$ cat config.mk
export PLATFORM = sky130hd
export DESIGN_NAME = ldpc_minsum_layered
export DESIGN_NICKNAME = d
export VERILOG_FILES = /design/src/rtl/ldpc_minsum_layered.sv
export SDC_FILE = /design/constraint.sdc
export NUM_CORES = 1
export LEC_CHECK = 0
export BUFFER_PORTS_ARGS = -buffer_cell sky130_fd_sc_hd__buf_2
export CORE_ASPECT_RATIO = 1.1
export CORE_MARGIN = 2
export CORE_UTILIZATION = 55
export CTS_CLUSTER_SIZE = 24
export DETAILED_ROUTE_END_ITERATION = 12
export PLACE_DENSITY_LB_ADDON = 0.15
export SETUP_SLACK_MARGIN = 0.05
export SLEW_MARGIN = 20
export SYNTH_ARGS = -nofsm -noshare
export SYNTH_HDL_FRONTEND = slang
export SYNTH_SLANG_ARGS = --single-unit
$ cat constraint.sdc
create_clock -name clk -period 7.3 [get_ports clk]
set_clock_uncertainty 0.2 [all_clocks]
set_input_delay 0.365 -clock clk [delete_from_list [all_inputs] [get_ports clk]]
set_output_delay 0.365 -clock clk [all_outputs]
set_load 0.05 [all_outputs]
$ cat src/rtl/ldpc_minsum_layered.sv
// Layered min-sum LDPC decoder with saturating W-bit LLRs and a serial bit load.
// Flow: IDLE -> LOAD (N serial bits) -> SYN (syndrome walk) -> [ITER -> SYN]* -> OUT.
// Ports:
//   clk, rst_n          clock, asynchronous active-low reset
//   start               one-cycle request, sampled only in IDLE, with init_mag and max_iter
//   init_mag            channel LLR magnitude (W-1 bits)
//   max_iter            iteration limit
//   in_valid, in_bit    serial received bits 0..N-1, honoured only in LOAD
//   busy                high in every state except IDLE (low in the done cycle)
//   out_valid, out_bit  N decoded bits in order 0..N-1
//   done                one-cycle pulse after the last out_valid
//   success, iter_count final syndrome-zero flag and iterations run, held until next start
module ldpc_minsum_layered #(
  parameter int unsigned N      = 8,
  parameter int unsigned M      = 4,
  parameter int unsigned DC     = 4,
  parameter int unsigned W      = 8,
  parameter logic [M*DC*$clog2(N)-1:0] COLS = {
    3'd7, 3'd3, 3'd2, 3'd1,
    3'd6, 3'd3, 3'd2, 3'd0,
    3'd5, 3'd3, 3'd1, 3'd0,
    3'd4, 3'd2, 3'd1, 3'd0},
  parameter int unsigned ITER_W = 16
) (
  input  logic              clk,
  input  logic              rst_n,
  input  logic              start,
  input  logic [W-2:0]      init_mag,
  input  logic [ITER_W-1:0] max_iter,
  input  logic              in_valid,
  input  logic              in_bit,
  output logic              busy,
  output logic              out_valid,
  output logic              out_bit,
  output logic              done,
  output logic              success,
  output logic [ITER_W-1:0] iter_count
);

  localparam int unsigned CW = $clog2(N);
  localparam int unsigned RW = (M > 1) ? $clog2(M) : 1;
  localparam int unsigned JW = (DC > 1) ? $clog2(DC) : 1;
  localparam int unsigned OW = $clog2(N + 1);

  typedef enum logic [2:0] {StIdle, StLoad, StSyn, StIter, StOut} state_e;

  state_e state_q, state_d;

  logic [CW-1:0]     ld_q, ld_d;
  logic [RW-1:0]     row_q, row_d;
  logic [JW-1:0]     j_q, j_d;
  logic              wr_q, wr_d;         // ITER phase: 0 = read, 1 = write
  logic [OW-1:0]     out_q, out_d;       // out_q == N marks the done cycle
  logic              par_q, par_d;       // running parity of the current check
  logic              any_q, any_d;       // some earlier check had odd parity
  logic [W-2:0]      min1_q, min1_d;
  logic [W-2:0]      min2_q, min2_d;
  logic [JW-1:0]     idx_q, idx_d;
  logic              sx_q, sx_d;
  logic [W-2:0]      mag_q, mag_d;
  logic [ITER_W-1:0] maxit_q, maxit_d;
  logic [ITER_W-1:0] iter_q, iter_d;
  logic              succ_q, succ_d;

  logic [W-1:0] l_q [N];
  logic [W-1:0] l_d [N];
  logic [W-1:0] r_q [M][DC];
  logic [W-1:0] r_d [M][DC];
  logic [W-1:0] qbuf_q [DC];
  logic [W-1:0] qbuf_d [DC];

  // Symmetric clip to +-(2^(W-1)-1); the most negative code never appears.
  function automatic logic [W-1:0] sat(input logic signed [W:0] x);
    logic signed [W:0] hi;
    logic signed [W:0] lo;
    hi = {2'b00, {(W-1){1'b1}}};
    lo = -hi;
    if (x > hi)      sat = hi[W-1:0];
    else if (x < lo) sat = lo[W-1:0];
    else             sat = x[W-1:0];
  endfunction

  logic [CW-1:0] cur_col;
  logic [W-1:0]  l_cur, r_cur, q_cur, q_neg;
  logic [W-2:0]  q_mag;
  logic [W-1:0]  qb, rn, pos_ld;
  logic [W-2:0]  wmag;
  logic          par_row;

  always_comb begin
    cur_col = COLS[(int'(row_q) * DC + int'(j_q)) * CW +: CW];
    l_cur   = l_q[cur_col];
    r_cur   = r_q[row_q][j_q];
    // Read phase: extrinsic message Q = sat(L - R) at W+1 bits.
    q_cur   = sat({l_cur[W-1], l_cur} - {r_cur[W-1], r_cur});
    q_neg   = -q_cur;
    q_mag   = q_cur[W-1] ? q_neg[W-2:0] : q_cur[W-2:0];
    // Write phase: new check message from the stored Q and the row minima.
    qb      = qbuf_q[j_q];
    wmag    = (j_q == idx_q) ? min2_q : min1_q;
    rn      = (sx_q ^ qb[W-1]) ? -{1'b0, wmag} : {1'b0, wmag};
    pos_ld  = {1'b0, mag_q};
    par_row = par_q ^ l_cur[W-1];
  end

  always_comb begin
    state_d = state_q;
    ld_d    = ld_q;
    row_d   = row_q;
    j_d     = j_q;
    wr_d    = wr_q;
    out_d   = out_q;
    par_d   = par_q;
    any_d   = any_q;
    min1_d  = min1_q;
    min2_d  = min2_q;
    idx_d   = idx_q;
    sx_d    = sx_q;
    mag_d   = mag_q;
    maxit_d = maxit_q;
    iter_d  = iter_q;
    succ_d  = succ_q;
    l_d     = l_q;
    r_d     = r_q;
    qbuf_d  = qbuf_q;

    unique case (state_q)
      StIdle: begin
        if (start) begin
          state_d = StLoad;
          mag_d   = init_mag;
          maxit_d = max_iter;
          iter_d  = '0;
          succ_d  = 1'b0;
          ld_d    = '0;
          for (int c = 0; c < int'(M); c++) begin
            for (int j = 0; j < int'(DC); j++) begin
              r_d[c][j] = '0;
            end
          end
        end
      end

      StLoad: begin
        if (in_valid) begin
          l_d[ld_q] = in_bit ? -pos_ld : pos_ld;
          if (ld_q == CW'(N - 1)) begin
            state_d = StSyn;
            row_d   = '0;
            j_d     = '0;
            par_d   = 1'b0;
            any_d   = 1'b0;
          end else begin
            ld_d = ld_q + 1'b1;
          end
        end
      end

      StSyn: begin
        if (j_q == JW'(DC - 1)) begin
          j_d   = '0;
          par_d = 1'b0;
          any_d = any_q | par_row;
          if (row_q == RW'(M - 1)) begin
            row_d = '0;
            if (!(any_q | par_row)) begin
              state_d = StOut;
              succ_d  = 1'b1;
              out_d   = '0;
            end else if (iter_q == maxit_q) begin
              state_d = StOut;
              succ_d  = 1'b0;
              out_d   = '0;
            end else begin
              state_d = StIter;
              wr_d    = 1'b0;
            end
          end else begin
            row_d = row_q + 1'b1;
          end
        end else begin
          j_d   = j_q + 1'b1;
          par_d = par_row;
        end
      end

      StIter: begin
        if (!wr_q) begin
          qbuf_d[j_q] = q_cur;
          if (j_q == '0) begin
            min1_d = q_mag;
            min2_d = '1;
            idx_d  = '0;
            sx_d   = q_cur[W-1];
          end else begin
            sx_d = sx_q ^ q_cur[W-1];
            // Strict compare keeps the lowest index on ties.
            if (q_mag < min1_q) begin
              min2_d = min1_q;
              min1_d = q_mag;
              idx_d  = j_q;
            end else if (q_mag < min2_q) begin
              min2_d = q_mag;
            end
          end
          if (j_q == JW'(DC - 1)) begin
            j_d  = '0;
            wr_d = 1'b1;
          end else begin
            j_d = j_q + 1'b1;
          end
        end else begin
          l_d[cur_col]     = sat({qb[W-1], qb} + {rn[W-1], rn});
          r_d[row_q][j_q]  = rn;
          if (j_q == JW'(DC - 1)) begin
            j_d  = '0;
            wr_d = 1'b0;
            if (row_q == RW'(M - 1)) begin
              row_d   = '0;
              iter_d  = iter_q + 1'b1;
              state_d = StSyn;
              par_d   = 1'b0;
              any_d   = 1'b0;
            end else begin
              row_d = row_q + 1'b1;
            end
          end else begin
            j_d = j_q + 1'b1;
          end
        end
      end

      StOut: begin
        if (out_q == OW'(N)) begin
          state_d = StIdle;
        end else begin
          out_d = out_q + 1'b1;
        end
      end

      default: state_d = StIdle;
    endcase
  end

  always_ff @(posedge clk or negedge rst_n) begin
    if (!rst_n) begin
      state_q <= StIdle;
      ld_q    <= '0;
      row_q   <= '0;
      j_q     <= '0;
      wr_q    <= 1'b0;
      out_q   <= '0;
      par_q   <= 1'b0;
      any_q   <= 1'b0;
      min1_q  <= '0;
      min2_q  <= '0;
      idx_q   <= '0;
      sx_q    <= 1'b0;
      mag_q   <= '0;
      maxit_q <= '0;
      iter_q  <= '0;
      succ_q  <= 1'b0;
    end else begin
      state_q <= state_d;
      ld_q    <= ld_d;
      row_q   <= row_d;
      j_q     <= j_d;
      wr_q    <= wr_d;
      out_q   <= out_d;
      par_q   <= par_d;
      any_q   <= any_d;
      min1_q  <= min1_d;
      min2_q  <= min2_d;
      idx_q   <= idx_d;
      sx_q    <= sx_d;
      mag_q   <= mag_d;
      maxit_q <= maxit_d;
      iter_q  <= iter_d;
      succ_q  <= succ_d;
    end
  end

  // Message storage carries no reset; contents are rewritten before use.
  always_ff @(posedge clk) begin
    l_q    <= l_d;
    r_q    <= r_d;
    qbuf_q <= qbuf_d;
  end

  always_comb begin
    done       = (state_q == StOut) && (out_q == OW'(N));
    out_valid  = (state_q == StOut) && (out_q < OW'(N));
    busy       = (state_q != StIdle) && !done;
    out_bit    = out_valid & l_q[out_q[CW-1:0]][W-1];
    success    = succ_q;
    iter_count = iter_q;
  end

endmodule

## After elaboration in Yosys (flattened, before gate mapping)

Index checks and enable logic that the tools add are counted.

- Add/subtract/negate cells: 11
- $mul: 1
- $lt $le $gt $ge: 16
- Equality and inequality tests: 24
- Shift-type cells: 1
- Mux-type cells: 109
- Bitwise logic cells: 11
- Reductions and logical operators: 38

Operators by type and width:

| cell | count |
|---|---|
| $mux W128 | 2 |
| $pmux W128 S2 | 1 |
| $mux W8 | 19 |
| $bwmux W128 | 1 |
| $bwmux W64 | 2 |
| $mux W64 | 2 |
| $pmux W64 S2 | 1 |
| $mux W32 | 3 |
| $bmux W32 S2 | 1 |
| $demux W32 S2 | 1 |
| $mux W16 | 4 |
| $mux W7 | 7 |
| $bmux W8 S3 | 2 |
| $demux W8 S3 | 2 |
| $shiftx A48 B8 Y3 const A | 1 |
| $mux W3 | 14 |
| $bmux W8 S2 | 2 |
| $bwmux W32 | 1 |
| $pmux W16 S2 | 1 |
| $ne A2 B2 Y1 const B | 13 |
| $mux W1 | 20 |
| $mux W4 | 5 |
| $reduce_and A5 Y1 | 4 |
| $gt A9 B8 Y1 const B | 2 |
| other kinds (53) | 100 |

- Register bits: 298
- Input port bits: 28
- Output and inout bits: 21
- Word-level logic and storage cells: 255

## Longest topological paths before layout

Gate-level depths: netlist (run 1).

- Depth after elaboration: 17
- Mapped depth: 35
- Mapped depth without buffers: 30

## Worst setup path before layout (run 1)

Ideal clock, no wire load.

- Kind: register to register
- Start: register j_q[0]
- End: register min2_q[0]
- Library setup time: 137 ps
- Arrival: 7621 ps
- Data required time: 6963 ps
- Setup slack: -659 ps
- Cell stages (with the launch flop): 33
- Buffers on the path: 6
- Period minus slack after synthesis: 7959 ps
- Path through: dfrtp_1 buf_2 buf_1 clkbuf_1 inv_1 ha_1 clkbuf_1 a21oi_1 a21oi_2 buf_1 mux4_2 mux2_2 ha_1 or2_2 o22ai_1 xor2_1 nand3_1 o31a_1 o21a_1 ha_1 inv_1 a21oi_1 a31o_2 a21oi_1 ha_1 a21o_1 a21o_1 a21oi_1 o2111ai_1 and2_1 buf_2 a21oi_1 a2bb2oi_1

- Longest elaborated chain between the ends: 16
- Elaborated cells between the ends (all ways): 26
- Classes of those cells: add/sub (3); mul (1); order compare (4); shift (1); mux (12); bitwise (2); reduce/logical (3)

Ends and longest elaborated chain:

| item | line | RTL |
|---|---|---|
| from (decl) | 51 | `logic [JW-1:0] j_q, j_d;` |
| from (signal assigned) | 267 | `j_q <= j_d;` |
| $add A4 B2 Y5 | 91 | `cur_col = COLS[(int'(row_q) * DC + int'(j_q)) * CW +: CW];` |
| $mul A5 B2 Y7 | 91 |  |
| $shiftx A48 B8 Y3 | 91 |  |
| $not A3 Y4 (implied by the code) | 92 | `l_cur = l_q[cur_col];` |
| $bmux W8 S3 | 92 |  |
| $mux W8 (implied by the code) (2 in a row) | 92 |  |
| $sub A8 B8 Y9 (*) | 95 | `q_cur = sat({l_cur[W-1], l_cur} - {r_cur[W-1], r_cur});` |
| $lt A9 B8 Y1 | 79 | `else if (x < lo) sat = lo[W-1:0];` |
| $mux W8 | 79 |  |
| $mux W8 (*) | 78 | `if (x > hi) sat = hi[W-1:0];` |
| $neg A7 Y7 | 96 | `q_neg = -q_cur;` |
| $mux W7 (*) | 97 | `q_mag = q_cur[W-1] ? q_neg[W-2:0] : q_cur[W-2:0];` |
| net q_mag[4] | 85 | `logic [W-2:0] q_mag;` |
| $lt A7 B7 Y1 (on tied branches) | 198, 202 |  |
| $reduce_bool A3 Y1 (no source line) / $mux W7 (equally long branches) | -- |  |
| $reduce_and A3 Y1 (no source line) / $mux W7 (equally long branches) | -- |  |
| to (signal assigned) | 273 | `min2_q <= min2_d;` |
| to (decl) | 57 | `logic [W-2:0] min2_q, min2_d;` |

The timed path passes the listed nets; every way through them passes the cells marked *. The select of a mux whose other input is x is not followed.
A chain may end at the register's enable or synchronous reset.

## Worst setup path in the final report (run 1)

- Start: register row_q[1]
- End: register min2_q[1]

- Longest elaborated chain between the ends: 16
- Elaborated cells between the ends (all ways): 28
- Classes of those cells: add/sub (3); mul (1); order compare (4); shift (1); mux (15); bitwise (2); reduce/logical (2)

Ends and longest elaborated chain:

| item | line | RTL |
|---|---|---|
| from (decl) | 50 | `logic [RW-1:0] row_q, row_d;` |
| from (signal assigned) | 266 | `row_q <= row_d;` |
| $add A4 B2 Y5 / $not A2 Y3 (equally long branches) | 91, 93 |  |
| $mul A5 B2 Y7 / $bmux W32 S2 (equally long branches) | 91, 93 |  |
| $shiftx A48 B8 Y3 / $mux W32 (equally long branches) | 91, 93 |  |
| $not A3 Y4 (implied by the code) / $mux W32 (equally long branches) | 92, 93 |  |
| $bmux W8 S3 / $bmux W8 S2 (equally long branches) | 92, 93 |  |
| $mux W8 (on tied branches) (2 in a row) | 92, 93 |  |
| $sub A8 B8 Y9 (*) | 95 |  |
| $lt A9 B8 Y1 | 79 |  |
| $mux W8 | 79 |  |
| $mux W8 (*) | 78 |  |
| $neg A7 Y7 | 96 |  |
| $mux W7 (*) | 97 |  |
| net q_mag[4] | 85 |  |
| $lt A7 B7 Y1 (on tied branches) | 198, 202 |  |
| $reduce_bool A3 Y1 (no source line) / $mux W7 (equally long branches) | -- |  |
| $reduce_and A3 Y1 (no source line) / $mux W7 (equally long branches) | -- |  |

Marks and branches as above.

==> flow_metrics.py, run 1 <==
metrics = {
    "status": {
        "status": "completed",
    },
    "setup_path": {
        "cp_top_family": "compound AO/OA/AOI/OAI gates",
        "crit_required_ns": 7.53,
        "worst_r2r_path_depth": 26,
        "worstSetupPathType": "reg -> reg",
        "slowest_delay_ns": 0.55,
        "number_of_buffers_and_inverters_on_the_critical_path": 3,
        "critical_path.slowest_cell": "sky130_fd_sc_hd__mux4_2",
        "worst-endpoint-arrival_ns": 6.92,
        "critical_path_cell_count": 26,
        "startpoint_type": "register",
        "cpMostUsedCell": "sky130_fd_sc_hd__a21oi_1",
        "setup.worst_path.end_class": "register",
        "timing.critical_path.fanout_max": 36,
    },
    "die": {
        "floorplan.initialDensity": 0.558,
        "floorplan.die.height_um": 186,
        "floorplan.die_area_sq_mm": 0.0314,
        "coreArea_sq_mm": 0.0296,
        "die-width_um": 169,
        "io_pins": 49,
        "floorplan.rows": 66,
    },
    "routing": {
        "drt_iter0_drc": 1243,
        "drt-pass1-iter-count": 6,
        "via_count": 12200,
        "detail_route.wl_per_cell_um": 21.5,
        "ant_nets": 0,
        "wl_um": 42100,
        "route.detailed.vias_per_inst": 6.22,
        "drcViolationCount": 0,
    },
    "job": {
        "max-cap-violations": 0,
    },
    "logic_synthesis": {
        "synth-seq-cells": 298,
        "cell_variety_after_synth": 69,
        "synthesis.area_sq_mm": 0.0165,
        "number_of_synthesized_flops_with_an_enable_pin": 224,
        "largest_area_contributor_in_the_netlist": "sky130_fd_sc_hd__edfxtp_1",
        "yosysSeqAreaShare": 0.520,
        "synthesis.yosys.warnings": 0,
        "synth_fp_nets": 1582,
        "synth.top_cells.by_area": "sky130_fd_sc_hd__edfxtp_1 (41%), sky130_fd_sc_hd__dfrtp_1 (11%), sky130_fd_sc_hd__mux4_2 (9.0%)",
        "syn_avg_cell_area_sq_um": 10.9,
        "post_synth_top_area_share": 0.408,
        "synth_cells": 1509,
        "async_reset_ff_frac": 0.248,
        "postSynth.topFlopCell": "sky130_fd_sc_hd__edfxtp_1",
    },
    "timing": {
        "final_critical_period_ns": 6.70,
        "timing.slew.headroom": 0.259,
        "tns_ns": 0,
        "final_hold_fails": 0,
        "max_clock_freq_mhz": 149,
        "min_period_over_period": 0.917,
        "worst_slew_pin_slew_ns": 1.11,
        "rsz_0062_raised_after_global_routing": "false",
        "setup_viol_count_final": 0,
        "count_of_pins_over_their_slew_limit": 0,
        "final.hold.worst_slack_ns": 0.106,
    },
    "final_layout": {
        "layout_overhead_on_the_synthesized_area_pct": 12.0,
        "num-fill-cells": 2400,
        "inserted_diodes": 0,
        "layout.nets": 1633,
        "layout_common_cells": "sky130_fd_sc_hd__nor2_1 (295), sky130_fd_sc_hd__edfxtp_1 (224), sky130_fd_sc_hd__a21oi_1 (161), sky130_fd_sc_hd__nand2_1 (82), sky130_fd_sc_hd__dfrtp_1 (72)",
        "mostFrequentLayoutCell": "sky130_fd_sc_hd__nor2_1",
        "finalNonFillerCells": 1958,
        "drive_gt1_frac": 0.167,
    },
    "placement": {
        "port_buffers": 48,
        "dp_wirelength_um": 28600,
        "dpl.cell_count": 1870,
        "place.gp.congestion": 0.929,
    },
    "global_routing": {
        "global_route.usage.total": 0.271,
        "number_of_global_route_vias_before_repair": 11900,
        "first_pass_grt_wire_length_um": 66000,
        "grt_remaining_overflow": 0,
        "antenna_found_initial": 0,
        "grt_start_max_net_pins": 100,
    },
    "clock_tree": {
        "insertion_delay_ns": 0.56,
        "tritoncts_buffers": 31,
        "cts_tree": "yes",
        "clockBufferDepth": 3,
        "numClockSinks": 298,
        "root_buffer": "sky130_fd_sc_hd__clkbuf_16",
        "cts_htree_levels": 1,
        "clkTransAtPathRegs_ns": 0.06,
    },
    "worst_hold_path": {
        "worst_hold_path_type": "in -> reg",
        "min_delay_path_depth": 5,
    },
}
## layer usage
metal,GRT usage,part of all wire,up-vias
met3,0.0249,0.068,77
met5,0,0,-
met2,0.450,0.48,486
met4,0.0756,0.024,0
met1,0.388,0.43,5951
li1,-,-,5660
## tightest hold or removal path, stage by stage
cell and delay, ns:
sky130_fd_sc_hd__buf_2 0.12, sky130_fd_sc_hd__nand2_1 0.06, sky130_fd_sc_hd__o21ai_0 0.11, sky130_fd_sc_hd__nand4_1 0.12
sky130_fd_sc_hd__nand2_1 0.05
## registers in the layout, indices dropped and copies added (netlist names), 2 cells and up
name and flops:
row_q 2, mag_q 7, ld_q 3, min2_q 7, min1_q 7, iter_count 16, maxit_q 16, state_q 3
r_q 128, l_q 64, out_q 4, qbuf_q 32, idx_q 2, j_q 2
## repair_timing
item                                    in CTS  in global routing
buffers inserted                             0                  7
hold buffers                                24                  0
gates resized for setup                      0                 10
endpoints found under the hold margin       97                  0
endpoints found under the setup margin       0                 16
## cells in the mapped netlist, types with 14 or more instances
master                     number
sky130_fd_sc_hd__ha_1          43
sky130_fd_sc_hd__clkbuf_1      75
sky130_fd_sc_hd__a21oi_1      166
sky130_fd_sc_hd__inv_1         50
sky130_fd_sc_hd__nand3_1       33
sky130_fd_sc_hd__nor2_1       296
sky130_fd_sc_hd__mux4_2        66
sky130_fd_sc_hd__buf_1         14
sky130_fd_sc_hd__xnor2_1       25
sky130_fd_sc_hd__o21ai_0       32
sky130_fd_sc_hd__xor2_1        35
sky130_fd_sc_hd__dfrtp_1       74
sky130_fd_sc_hd__mux2i_1       15
sky130_fd_sc_hd__nand2_1       85
sky130_fd_sc_hd__edfxtp_1     224
sky130_fd_sc_hd__o22ai_1       66
sky130_fd_sc_hd__mux2_2        27
## cells by family after synthesis
group / synth area share
AO/OA/AOI/OAI: 0.131
XOR/XNOR: 0.0319
adder cells (fa/ha/maj): 0.0351
buffers and inverters: 0.0346
flip-flops: 0.520
multiplexers: 0.118
AND/OR/NAND/NOR: 0.129
## final cells by class
| type | count | area (sq um) | area share |
|---|---|---|---|
| Inverter | 53 | 199 | 0.0108 |
| Tap cell | 374 | 468 | 0.0253 |
| Clock buffer | 49 | 913 | 0.0494 |
| Timing Repair Buffer | 114 | 815 | 0.0441 |
| Clock inverter | 8 | 68.8 | 0.00373 |
| Sequential cell | 298 | 8580 | 0.465 |
| Multi-Input combinational cell | 1062 | 7430 | 0.402 |
## metrics by stage
step                      setup WS [ns]  instance area, sq um   util
after floorplan                   0.118                 16500      -
after global placement            0.380                 17100  0.579
after detailed placement          0.203                 17100  0.579
after CTS                         0.174                 18400  0.621
after global routing             0.0592                 18500  0.625
final                             0.604                 18500  0.625
## path summary, 6_finish.rpt
kind                             from       endpoint  slack (ns)
max in group asynchronous       rst_n       row_q[1]        5.88
max                          row_q[1]      min2_q[1]        0.60
max reg2reg                  row_q[1]      min2_q[1]        0.60
min                          in_valid        ld_q[2]        0.11
min reg2reg                maxit_q[9]     maxit_q[9]        0.33
min in group asynchronous       rst_n  iter_count[8]        0.33
Power of run 1 is left out: the tool's default activity adds up to more than one toggle a clock period on the data nets, which glitch-free logic cannot reach.
==> run 2: changes to the inputs <==
--- a/config.mk
+++ b/config.mk
@@ -5,12 +5,13 @@
 export SDC_FILE = /design/constraint.sdc
 export NUM_CORES = 1
 export LEC_CHECK = 0
-export BUFFER_PORTS_ARGS = -buffer_cell sky130_fd_sc_hd__buf_2
+export BUFFER_PORTS_ARGS = -buffer_cell sky130_fd_sc_hd__buf_4
 export CORE_ASPECT_RATIO = 1.1
 export CORE_MARGIN = 2
-export CORE_UTILIZATION = 55
+export CORE_UTILIZATION = 35
 export CTS_CLUSTER_SIZE = 24
 export DETAILED_ROUTE_END_ITERATION = 12
+export GPL_TIMING_DRIVEN = 0
 export PLACE_DENSITY_LB_ADDON = 0.15
 export SETUP_SLACK_MARGIN = 0.05
 export SLEW_MARGIN = 20
==> flow_metrics.py, run 2 (synthesis results as in run 1) <==
metrics = {
    "routing": {
        "wl_um": 50000,
        "route.detailed.vias_per_inst": 5.50,
        "ant_nets": 0,
        "drt_iter0_drc": 956,
        "drt-pass1-iter-count": 5,
        "drcViolationCount": 0,
        "detail_route.wl_per_cell_um": 21.9,
        "via_count": 12600,
    },
    "final_layout": {
        "finalNonFillerCells": 2281,
        "largestRegisters": "r_q (128), l_q (64), qbuf_q (32)",
        "largest_register_ffs": 128,
        "drive_gt1_frac": 0.206,
        "layout_overhead_on_the_synthesized_area_pct": 21.6,
        "layout_common_cells": "sky130_fd_sc_hd__nor2_1 (294), sky130_fd_sc_hd__edfxtp_1 (224), sky130_fd_sc_hd__a21oi_1 (156), sky130_fd_sc_hd__buf_4 (85), sky130_fd_sc_hd__nand2_1 (83)",
        "num-fill-cells": 4424,
        "inserted_diodes": 0,
        "post-route-util": 0.430,
        "multiInputGateArea_sq_mm": 0.00778,
        "area_used_by_sequential_logic_in_the_layout_sq_mm": 0.00858,
        "fin_area_sq_mm": 0.0201,
        "mostFrequentLayoutCell": "sky130_fd_sc_hd__nor2_1",
        "registers.top_by_ff_count": "r_q",
        "layout.nets": 1734,
    },
    "timing": {
        "max_clock_freq_mhz": 143,
        "tns_ns": 0,
        "final_critical_period_ns": 7.01,
        "min_period_over_period": 0.960,
        "worst_slew_pin_slew_ns": 1.12,
        "timing.slew.headroom": 0.249,
        "setup_viol_count_final": 0,
        "count_of_pins_over_their_slew_limit": 0,
        "final_hold_fails": 0,
    },
    "setup_path": {
        "startpoint_type": "register",
        "worstSetupPathType": "reg -> reg",
        "cpMostUsedCell": "sky130_fd_sc_hd__a21oi_4",
        "setup.worst_path.end_class": "register",
        "timing.critical_path.fanout_max": 11,
        "reg2reg_from": "j_q[1]",
        "startpoint": "j_q[1]",
        "worst-endpoint-arrival_ns": 7.23,
        "critical_path.slowest_cell": "sky130_fd_sc_hd__mux4_2",
        "slowest_delay_ns": 0.56,
        "crit_required_ns": 7.53,
    },
    "status": {
        "status": "completed",
    },
    "worst_hold_path": {
        "min_from": "start",
        "worst_hold_path_type": "in -> reg",
    },
    "clock_tree": {
        "numClockSinks": 298,
        "root_buffer": "sky130_fd_sc_hd__clkbuf_16",
        "insertion_delay_ns": 0.56,
        "cts_htree_levels": 2,
        "clkTransAtPathRegs_ns": 0.06,
        "cts_tree": "yes",
        "clockBufferDepth": 3,
        "tritoncts_buffers": 38,
    },
    "global_routing": {
        "globalRouteMet2Util": 0.345,
        "grt_remaining_overflow": 0,
        "busiest_layer": "met2",
        "antenna_found_initial": 0,
        "global_route.usage.total": 0.207,
        "grt_util_met1": 0.273,
        "number_of_global_route_vias_before_repair": 12600,
        "first_pass_grt_wire_length_um": 76500,
        "gr-usage-met3": 0.0272,
        "grt_start_max_net_pins": 75,
    },
    "die": {
        "die-width_um": 211,
        "io_pins": 49,
        "floorplan.die.height_um": 232,
        "floorplan.die_area_sq_mm": 0.0489,
        "floorplan.rows": 83,
        "coreArea_sq_mm": 0.0466,
        "floorplan.initialDensity": 0.354,
    },
    "placement": {
        "dpl.cell_count": 2154,
        "port_buffers": 48,
        "place.gp.congestion": 0.859,
        "dp_wirelength_um": 34300,
        "place_area_sq_mm": 0.0177,
    },
    "job": {
        "max-cap-violations": 0,
    },
}
run 2: cell types whose count changed in the layout (fill, tap and decap cells not counted), moves of 9 or more:
cell,delta
sky130_fd_sc_hd__clkbuf_16,+9
sky130_fd_sc_hd__buf_2,-42
sky130_fd_sc_hd__clkbuf_1,+58
sky130_fd_sc_hd__ha_1,-9
sky130_fd_sc_hd__buf_4,+44
run 2: cell type report:
type | count | share of cell area
Clock inverter | 18 | 0.0114
Inverter | 53 | 0.0109
Timing Repair Buffer | 116 | 0.0505
Sequential cell | 298 | 0.428
Multi-Input combinational cell | 1063 | 0.388
Buffer | 91 | 0.0226
Tap cell | 595 | 0.0371
Clock buffer | 47 | 0.0517
run 2: path summary, 6_finish.rpt:
| check | end | slack [ns] | depth (start not counted) |
|---|---|---|---|
| worst max-delay path | min2_q[3] | 0.29 | 33 |
| worst min-delay path | ld_q[2] | 0.13 | 5 |
| worst max register to register | min2_q[3] | 0.29 | 33 |
| worst min register to register | maxit_q[3] | 0.32 | 1 |
| max in group asynchronous | min2_q[3] | 6.13 | 2 |
| min in group asynchronous | maxit_q[8] | 0.24 | 2 |
run 2: repair_timing:
item / 4_1_cts / 5_1_grt
resized for setup: 62 / 74
gates cloned: 1 / 2
hold buffers: 24 / 0
pin swaps: 18 / 28
setup buffers: 22 / 18
endpoints found under the setup margin: 68 / 57
hold endpoints to repair: 97 / 0
run 2: worst max-delay path: cells and delay by family (launching register included):
kind	cells	cell delay [ns]
AOI/OAI and AO/OA	14	2.58
adders and majority gates	5	1.06
muxes	3	0.98
and+or+nand+nor	4	0.84
buffers and inverters	7	0.78
DFF	1	0.39
run 2: routing by layer:
layer / share of wire / up-vias
met5: 0 / -
met4: 0.030 / 0
met3: 0.054 / 80
met2: 0.49 / 326
met1: 0.43 / 6273
li1: - / 5877
run 2: stage by stage:
step / setup WS, ns / hold slack [ns]
after CTS: 0.0525 / 0.113
after detailed placement: -1.99 / 0.317
after global routing: -0.00170 / 0.165
after floorplan: 0.118 / -0.131
final: 0.292 / 0.129
after global placement: -1.87 / 0.312
Power of run 2 is left out for the same reason.
==> run 3: changes to the inputs <==
--- a/config.mk
+++ b/config.mk
@@ -5,12 +5,12 @@
 export SDC_FILE = /design/constraint.sdc
 export NUM_CORES = 1
 export LEC_CHECK = 0
-export BUFFER_PORTS_ARGS = -buffer_cell sky130_fd_sc_hd__buf_4
 export CORE_ASPECT_RATIO = 1.1
 export CORE_MARGIN = 2
 export CORE_UTILIZATION = 35
 export CTS_CLUSTER_SIZE = 24
 export DETAILED_ROUTE_END_ITERATION = 12
+export DONT_BUFFER_PORTS = 1
 export GPL_TIMING_DRIVEN = 0
 export PLACE_DENSITY_LB_ADDON = 0.15
 export SETUP_SLACK_MARGIN = 0.05
==> flow_metrics.py, run 3 (synthesis results as in run 1) <==
metrics = {
    "routing": {
        "drt-pass1-iter-count": 5,
        "via_count": 12400,
        "route.detailed.vias_per_inst": 5.58,
        "route.layer.met1.wl_um": 21500,
        "wl_um": 50000,
        "top_layer": "met4",
        "drt_iter0_drc": 958,
        "wl_met3_um": 2810,
        "ant_nets": 0,
        "drcViolationCount": 0,
        "met2_wirelength_um": 24000,
        "detail_route.wl_per_cell_um": 22.5,
    },
    "final_layout": {
        "drive_gt1_frac": 0.167,
        "layout_overhead_on_the_synthesized_area_pct": 18.0,
        "layout_common_cells": "sky130_fd_sc_hd__nor2_1 (295), sky130_fd_sc_hd__edfxtp_1 (224), sky130_fd_sc_hd__a21oi_1 (157), sky130_fd_sc_hd__nand2_1 (82), sky130_fd_sc_hd__clkbuf_1 (76)",
        "inserted_diodes": 0,
        "largestRegisters": "r_q (128), l_q (64), qbuf_q (32)",
        "largest_register_ffs": 128,
        "layout.nets": 1671,
        "mostFrequentLayoutCell": "sky130_fd_sc_hd__nor2_1",
        "registers.top_by_ff_count": "r_q",
    },
    "placement": {
        "port_buffers": 0,
        "place.gp.congestion": 0.833,
        "dp_wirelength_um": 34300,
    },
    "die": {
        "coreArea_sq_mm": 0.0466,
        "floorplan.die.height_um": 232,
        "floorplan.die_area_sq_mm": 0.0489,
        "floorplan.rows": 83,
        "floorplan.initialDensity": 0.354,
        "io_pins": 49,
        "die-width_um": 211,
    },
    "job": {
        "max-cap-violations": 0,
    },
    "timing": {
        "setup_viol_count_final": 0,
        "timing.slew.headroom": 0.250,
        "final_critical_period_ns": 6.98,
        "worst_slew_pin_slew_ns": 1.13,
        "min_period_over_period": 0.956,
        "count_of_pins_over_their_slew_limit": 0,
        "max_clock_freq_mhz": 143,
        "final_hold_fails": 0,
        "final.hold.worst_slack_ns": 0.0388,
        "rsz_0062_raised_after_global_routing": "false",
    },
    "clock_tree": {
        "clockBufferDepth": 3,
        "tritoncts_buffers": 37,
        "root_buffer": "sky130_fd_sc_hd__clkbuf_16",
        "insertion_delay_ns": 0.56,
        "cts_htree_levels": 2,
        "clkTransAtPathRegs_ns": 0.06,
        "numClockSinks": 298,
        "cts_tree": "yes",
    },
    "status": {
        "status": "completed",
    },
    "worst_hold_path": {
        "worst_hold_path_type": "in -> reg",
    },
    "setup_path": {
        "startpoint_type": "register",
        "slowest_delay_ns": 0.79,
        "worstSetupPathType": "reg -> reg",
        "timing.critical_path.fanout_max": 10,
        "worst-endpoint-arrival_ns": 7.20,
        "setup.worst_path.end_class": "register",
        "crit_required_ns": 7.52,
        "critical_path.slowest_cell": "sky130_fd_sc_hd__clkbuf_1",
    },
    "global_routing": {
        "first_pass_grt_wire_length_um": 76300,
        "grt_start_max_net_pins": 75,
        "grt_remaining_overflow": 0,
        "global_route.usage.total": 0.207,
        "antenna_found_initial": 0,
        "number_of_global_route_vias_before_repair": 12300,
    },
}
## run 3: layout make-up
| cell class | count | area, sq um |
|---|---|---|
| plain buffers | 93 | 470 |
| clock buffers | 55 | 1070 |
| clock inverters | 10 | 113 |
| fillers | 4455 | 27200 |
| inverters | 53 | 205 |
| multi-input cells | 1062 | 7740 |
| flip-flops and latches | 298 | 8580 |
| well taps | 595 | 744 |
| repair buffers | 53 | 547 |
## run 3: metal layers
metal,vias to the layer above,track usage
li1,5739,-
met1,6204,0.274
met2,355,0.341
met3,86,0.0356
met4,0,0.0748
met5,-,0
## run 3: final timing paths
kind / to / cells after the start / from / slack (ns)
max: min2_q[0] / 28 / row_q[1] / 0.32
min: ld_q[2] / 4 / start / 0.04
max reg2reg: min2_q[0] / 28 / row_q[1] / 0.32
min reg2reg: maxit_q[5] / 1 / maxit_q[5] / 0.33
max in group asynchronous: min1_q[0] / 2 / rst_n / 6.36
min in group asynchronous: maxit_q[12] / 2 / rst_n / 0.22
## run 3: repair_timing
item,in CTS,in global routing
hold buffers,26,0
endpoints found under the setup margin,72,50
pin swaps,8,15
hold endpoints to repair,99,0
resized for setup,67,53
setup buffers,11,13
## run 3: through the flow
stage,area (sq um),setup TNS (ns),worst slack [ns],util,cells
detailed placement,17300,-37.26,-1.94,0.372,2107
finish,19500,0,0.321,0.418,2219
CTS,19200,0,0.0534,0.411,2207
global route,19500,0,0.0386,0.418,2219
global placement,17300,-75.99,-1.93,0.370,2104
floorplan,16500,0,0.118,-,1509
## run 3: critical path: cells and delay by family, from the launching register on
kind                       cells  cell delay (ns)
muxes                          2             1.02
and+or+nand+nor                3             0.66
AOI/OAI and AO/OA             14             2.34
adders and majority gates      3             0.63
DFF                            1             0.42
buffers and inverters          6             1.59
Power of run 3 is left out for the same reason.
